[src/rtl/cntr8b_down_timer.sv]
// rtl/cntr8b_down_timer.sv - loadable down-counter/timer with one-cycle terminal-count pulse
// Optional feature macro: CNTR8B_AUTO_RELOAD_EN (periodic reload from the last loaded value)
module cntr8b_down_timer #(
   parameter int WIDTH = 8
) (
   input  logic             clk,
   input  logic             rst,
   input  logic             load_valid,
   output logic             load_ready,
   input  logic [WIDTH-1:0] load_value,
   input  logic             en,
   input  logic             abort,
   output logic [WIDTH-1:0] count,
   output logic             busy,
   output logic             tc
);

   localparam logic [WIDTH-1:0] ZERO = '0;
   localparam logic [WIDTH-1:0] ONE  = WIDTH'(1);

   typedef enum logic [1:0] {
      S_IDLE = 2'd0,
      S_RUN  = 2'd1,
      S_DONE = 2'd2
   } state_t;

   state_t           state_q, state_d;
   logic [WIDTH-1:0] count_q, count_d;
   logic             load_hs;

`ifdef CNTR8B_AUTO_RELOAD_EN
   logic [WIDTH-1:0] reload_q, reload_d;
`endif

   assign load_ready = (state_q == S_IDLE) && !abort && !rst;
   assign load_hs    = load_valid && load_ready;
   assign count      = count_q;
   assign busy       = (state_q == S_RUN);
   assign tc         = (state_q == S_DONE);

   // Next-state and next-count selection; abort wins over counting and reload.
   always_comb begin
      state_d  = state_q;
      count_d  = count_q;
`ifdef CNTR8B_AUTO_RELOAD_EN
      reload_d = reload_q;
`endif
      case (state_q)
         S_IDLE: begin
            if (load_hs) begin
               count_d = load_value;
               state_d = (load_value != ZERO) ? S_RUN : S_DONE;
`ifdef CNTR8B_AUTO_RELOAD_EN
               reload_d = load_value;
`endif
            end
         end
         S_RUN: begin
            if (abort) begin
               state_d = S_IDLE;
               count_d = ZERO;
            end else if (en) begin
               if (count_q > ONE) begin
                  count_d = count_q - ONE;
               end else begin
                  // RUN is never entered with zero, so this is the 1 -> 0 step.
                  count_d = ZERO;
                  state_d = S_DONE;
               end
            end
         end
         S_DONE: begin
            count_d = ZERO;
            if (abort) begin
               state_d = S_IDLE;
`ifdef CNTR8B_AUTO_RELOAD_EN
            end else if (reload_q == ONE) begin
               // A period of one cycle keeps tc high continuously.
               state_d = S_DONE;
            end else if (reload_q != ZERO) begin
               // The DONE cycle is the first cycle of the next period, so
               // resume one step down to keep tc exactly reload cycles apart.
               state_d = S_RUN;
               count_d = reload_q - ONE;
`endif
            end else begin
               state_d = S_IDLE;
            end
         end
         default: begin
            state_d = S_IDLE;
            count_d = ZERO;
         end
      endcase
   end

   // State, count and reload registers with synchronous active-high reset.
   always_ff @(posedge clk) begin
      if (rst) begin
         state_q  <= S_IDLE;
         count_q  <= ZERO;
`ifdef CNTR8B_AUTO_RELOAD_EN
         reload_q <= ZERO;
`endif
      end else begin
         state_q  <= state_d;
         count_q  <= count_d;
`ifdef CNTR8B_AUTO_RELOAD_EN
         reload_q <= reload_d;
`endif
      end
   end

endmodule
[config.mk]
export PLATFORM = sky130hd
export DESIGN_NAME = cntr8b_down_timer
export DESIGN_NICKNAME = d
export VERILOG_FILES = /design/src/rtl/cntr8b_down_timer.sv
export SDC_FILE = /design/constraint.sdc
export NUM_CORES = 1
export LEC_CHECK = 0
export BUFFER_PORTS_ARGS = -buffer_cell sky130_fd_sc_hd__buf_4
export CAP_MARGIN = 20
export CORE_MARGIN = 3
export CORE_UTILIZATION = 45
export CTS_BUF_LIST = sky130_fd_sc_hd__clkbuf_8
export DETAILED_ROUTE_END_ITERATION = 12
export PLACE_DENSITY = 0.73
export RECOVER_POWER = 100
export SLEW_MARGIN = 5
export SYNTH_ARGS = -nofsm -noshare
export SYNTH_HDL_FRONTEND = slang
export SYNTH_SLANG_ARGS = --single-unit
[constraint.sdc]
create_clock -name clk -period 1.84 [get_ports clk]
set_clock_uncertainty 0.2 [all_clocks]
set_input_delay 0.092 -clock clk [delete_from_list [all_inputs] [get_ports clk]]
set_output_delay 0.092 -clock clk [all_outputs]
set_load 0.03 [all_outputs]
==> summary.txt <==
Power
  – Total power density per cell area: 800.5 mW/mm²
  – Pwr Total: 0.8573 mW
  – IR Drop Worst-Case VDD: 666.9 µV
  – Leakage power of the design: 0.4382 nW

STA
  – Part of the cycle the worst path needs: 0.9893
  – Number of hold-slack violations in the final timing report: 0
  – Max-slew headroom at the worst pin: 0.6852
  – Number of endpoints failing setup at the final stage: 0
  – Max-slew violation count: 0
  – Min cycle time layout: 1820 ps
  – Total negative setup slack: 0 ps
  – Highest clock rate: 549.4 MHz
  – Tightest Pin Transition: 467.3 ps

Logic synthesis
  – Portion of synthesized cell area occupied by the leading cell type: 0.2991
  – Number of flip-flops and latches in the synthesized netlist: 10
  – Cell area after synthesis: 669.4 µm²
  – Synthesized area divided by synthesized cell count: 7.875 µm²
  – Syn Nets: 100
  – Top cell type by total area after synthesis: sky130_fd_sc_hd__dfxtp_1
  – Sequential cell area fraction in the yosys report: 0.2991
  – Largest cells by area after synthesis: sky130_fd_sc_hd__dfxtp_1 30%, sky130_fd_sc_hd__nand2_1 5.6%, sky130_fd_sc_hd__a22oi_1 4.5%, sky130_fd_sc_hd__a21oi_1 3.7%, sky130_fd_sc_hd__a31oi_1 3.7%
  – Number of different library cells in the post-synthesis netlist: 34
  – Instance count of the mapped netlist: 85
  – Syn. warnings: 0

CTS
  – Register clock-pin slew on the reported worst setup and hold paths: 50 ps
  – Source-to-sink clock delay at the later pin of the worst-skew pair: 240 ps
  – Buffers from clock root to sink, at most: 2
  – Clock root buffer master: sky130_fd_sc_hd__clkbuf_8
  – Number of setup buffers added after CTS: 0
  – CTS tree: yes
  – H-Tree Level Count: 1
  – Clock sink count: 10
  – Number of CTS-inserted buffers: 3

Global route
  – Maximum number of pins on one net before global-route repair: 8
  – Via count of the first global-routing pass: 854
  – Wire length of the first global-routing pass: 3946 µm
  – Antenna violations before repair: 0
  – Global router's overall resource usage: 0.2757
  – Total grt overflow: 0

Setup path
  – Critical Path Slowest Stage Cell: sky130_fd_sc_hd__or3_1
  – Crit-path leading delay family: simple AND/OR/NAND/NOR gates
  – Data arrival time of the worst path: 1770 ps
  – Data required time at the worst endpoint: 1790 ps
  – CP Buf/Inv Count: 1
  – Stage delay of the slowest cell on the critical path: 370 ps
  – Worst setup EP type: flop
  – Crit Path Category: flop to flop
  – Critical path, cell by cell: inv_2 -> ha_2 -> or2_4 -> a31o_1 -> or3_1 -> a31oi_1
  – Type of origin of the critical path: flop
  – Largest driver fanout on the critical path: 4

Final layout
  – Synthesis-to-finish area growth: 60.00%
  – Most used cells in the layout excluding fill and tap cells: 22 x sky130_fd_sc_hd__buf_4, 11 x sky130_fd_sc_hd__clkbuf_1, 10 x sky130_fd_sc_hd__nand2_1
  – Number of standard cells in the layout, taps in and fillers out: 145
  – Ratio of cells with drive above 1 in the final layout: 0.3231
  – Most common library cell in the layout ignoring fill and taps: sky130_fd_sc_hd__buf_4
  – Filler cells: 99
  – Ant. Diodes: 0
  – Number of nets in the finished design: 146

Floorplanning
  – Core Area: 0.001350 mm²
  – Width of the chip: 44.57 µm
  – Site row count: 13
  – Initial core utilization: 0.4958
  – Top Ports: 24
  – Vertical extent of the die: 44.57 µm
  – Die footprint: 0.001986 mm²

Drt
  – Total met3 wirelength after detailed routing: 189 µm
  – WL/cell: 16.56 µm
  – Number of DRC markers after the initial detailed-route iteration: 53
  – Total routed wirelength: 2401 µm
  – Number of vias in the routed layout: 879
  – Detailed Routing Iterations Pass 1: 4
  – Remaining number of nets flagged by the antenna check after routing: 0
  – Post-Route M1 WL: 989 µm
  – Highest metal layer with signal wires: met4
  – DR DRC count: 0
  – Routed wire length on met2: 1127 µm
  – Mean number of vias per cell: 6.062

Place
  – Post-DP HPWL: 1634 µm
  – # port buffers: 23
  – Routability congestion estimate: 0.9234
  – Post-Place Cells: 134

Run
  – Max-cap violations: 0

Status
  – Result of the run: completed

Worst hold path
  – Type of the most critical hold path: input pin to flop
-- timing repair --
action	CTS	global route
setup endpoints to repair	2	3
pin swaps	2	0
endpoints found under the hold margin	7	0
hold buffers	7	0
gates resized for setup	4	5
-- state kept, by name, summed over array words and instances (netlist names) --
| name | flops |
|---|---|
| state_q | 2 |
| count | 8 |
-- power by group --
part	switching [mW]	internal, mW
Sequential	0.0211	0.233
Combinational	0.176	0.146
Clock	0.0923	0.189
Total	0.289	0.568
-- per-stage QoR --
stage | worst slack, ps | hold slack, ps | cell area [µm²] | utilization
3_3_place_gp | 6.801 | 120.4 | 957.2 | 0.7090
6_report | 19.76 | 2.707 | 1071 | 0.7933
5_1_grt | -25.63 | 19.65 | 1071 | 0.7933
4_1_cts | 13.37 | 1.600 | 1087 | 0.8054
2_1_floorplan | -48.81 | -31.85 | 679.4 | -
3_5_place_dp | -35.45 | 121.4 | 957.2 | 0.7090
-- routing by layer --
metal / GRT usage / vias up
met5: 0 / -
met4: 0.1325 / 0
met3: 0.03659 / 11
met2: 0.4585 / 44
met1: 0.3447 / 405
li1: - / 419
-- layout make-up --
| class | count | area, µm² | share of cell area |
|---|---|---|---|
| Multi-Input combinational cell | 71 | 491.7 | 0.4591 |
| Sequential cell | 10 | 207.7 | 0.1939 |
| Inverter | 3 | 11.26 | 0.01051 |
| Tap cell | 15 | 18.77 | 0.01752 |
| Timing Repair Buffer | 42 | 286.5 | 0.2675 |
| Clock buffer | 4 | 55.05 | 0.05140 |
-- synth_stat cells --
cell,count
sky130_fd_sc_hd__a31oi_1,4
sky130_fd_sc_hd__nand2b_1,1
sky130_fd_sc_hd__nand4b_1,1
sky130_fd_sc_hd__nor4_1,3
sky130_fd_sc_hd__o31a_1,1
sky130_fd_sc_hd__o21a_1,1
sky130_fd_sc_hd__nor2_1,5
sky130_fd_sc_hd__nor4_2,1
sky130_fd_sc_hd__nand3_1,2
sky130_fd_sc_hd__ha_1,2
sky130_fd_sc_hd__dfxtp_1,10
sky130_fd_sc_hd__inv_1,3
sky130_fd_sc_hd__o22ai_1,4
sky130_fd_sc_hd__o21ai_0,3
sky130_fd_sc_hd__or3b_4,1
sky130_fd_sc_hd__and2b_1,1
sky130_fd_sc_hd__or3_1,3
sky130_fd_sc_hd__o31ai_2,1
sky130_fd_sc_hd__or3b_2,1
sky130_fd_sc_hd__a221oi_1,1
sky130_fd_sc_hd__a31o_1,1
sky130_fd_sc_hd__or2_2,2
sky130_fd_sc_hd__a22oi_1,4
sky130_fd_sc_hd__clkbuf_1,1
sky130_fd_sc_hd__nor3b_1,1
sky130_fd_sc_hd__nor2b_1,2
sky130_fd_sc_hd__a21oi_1,5
sky130_fd_sc_hd__o32ai_1,1
sky130_fd_sc_hd__xnor2_1,1
sky130_fd_sc_hd__nor3_1,4
sky130_fd_sc_hd__and2_1,1
sky130_fd_sc_hd__mux2i_1,1
sky130_fd_sc_hd__a32oi_1,2
sky130_fd_sc_hd__nand2_1,10
-- tightest hold or removal path, cell delays in order --
cell and delay (ps):
sky130_fd_sc_hd__buf_4 90, sky130_fd_sc_hd__a22oi_1 70, sky130_fd_sc_hd__o22ai_1 140
-- logic make-up after synthesis --
logic type                 after synthesis  share of synthesized area
and+or+nand+nor                         39                     0.3253
buffers and inverters                    4                    0.02242
xor gates and xnor gates                 1                    0.01309
DFF                                     10                     0.2991
AOI/OAI and AO/OA                       28                     0.2878
adders and majority gates                2                    0.03738
muxes                                    1                    0.01495
-- worst paths after layout --
check / startpoint / endpoint / slack, ps / cells after the start
setup reg to reg: count[1] / count[1] / 20 / 6
hold reg to reg: count[6] / count[6] / 310 / 2
setup / recovery: count[1] / count[1] / 20 / 6
hold / removal: load_value[3] / count[3] / 3 / 3
Note: power is estimated with default switching activity, not from simulation.
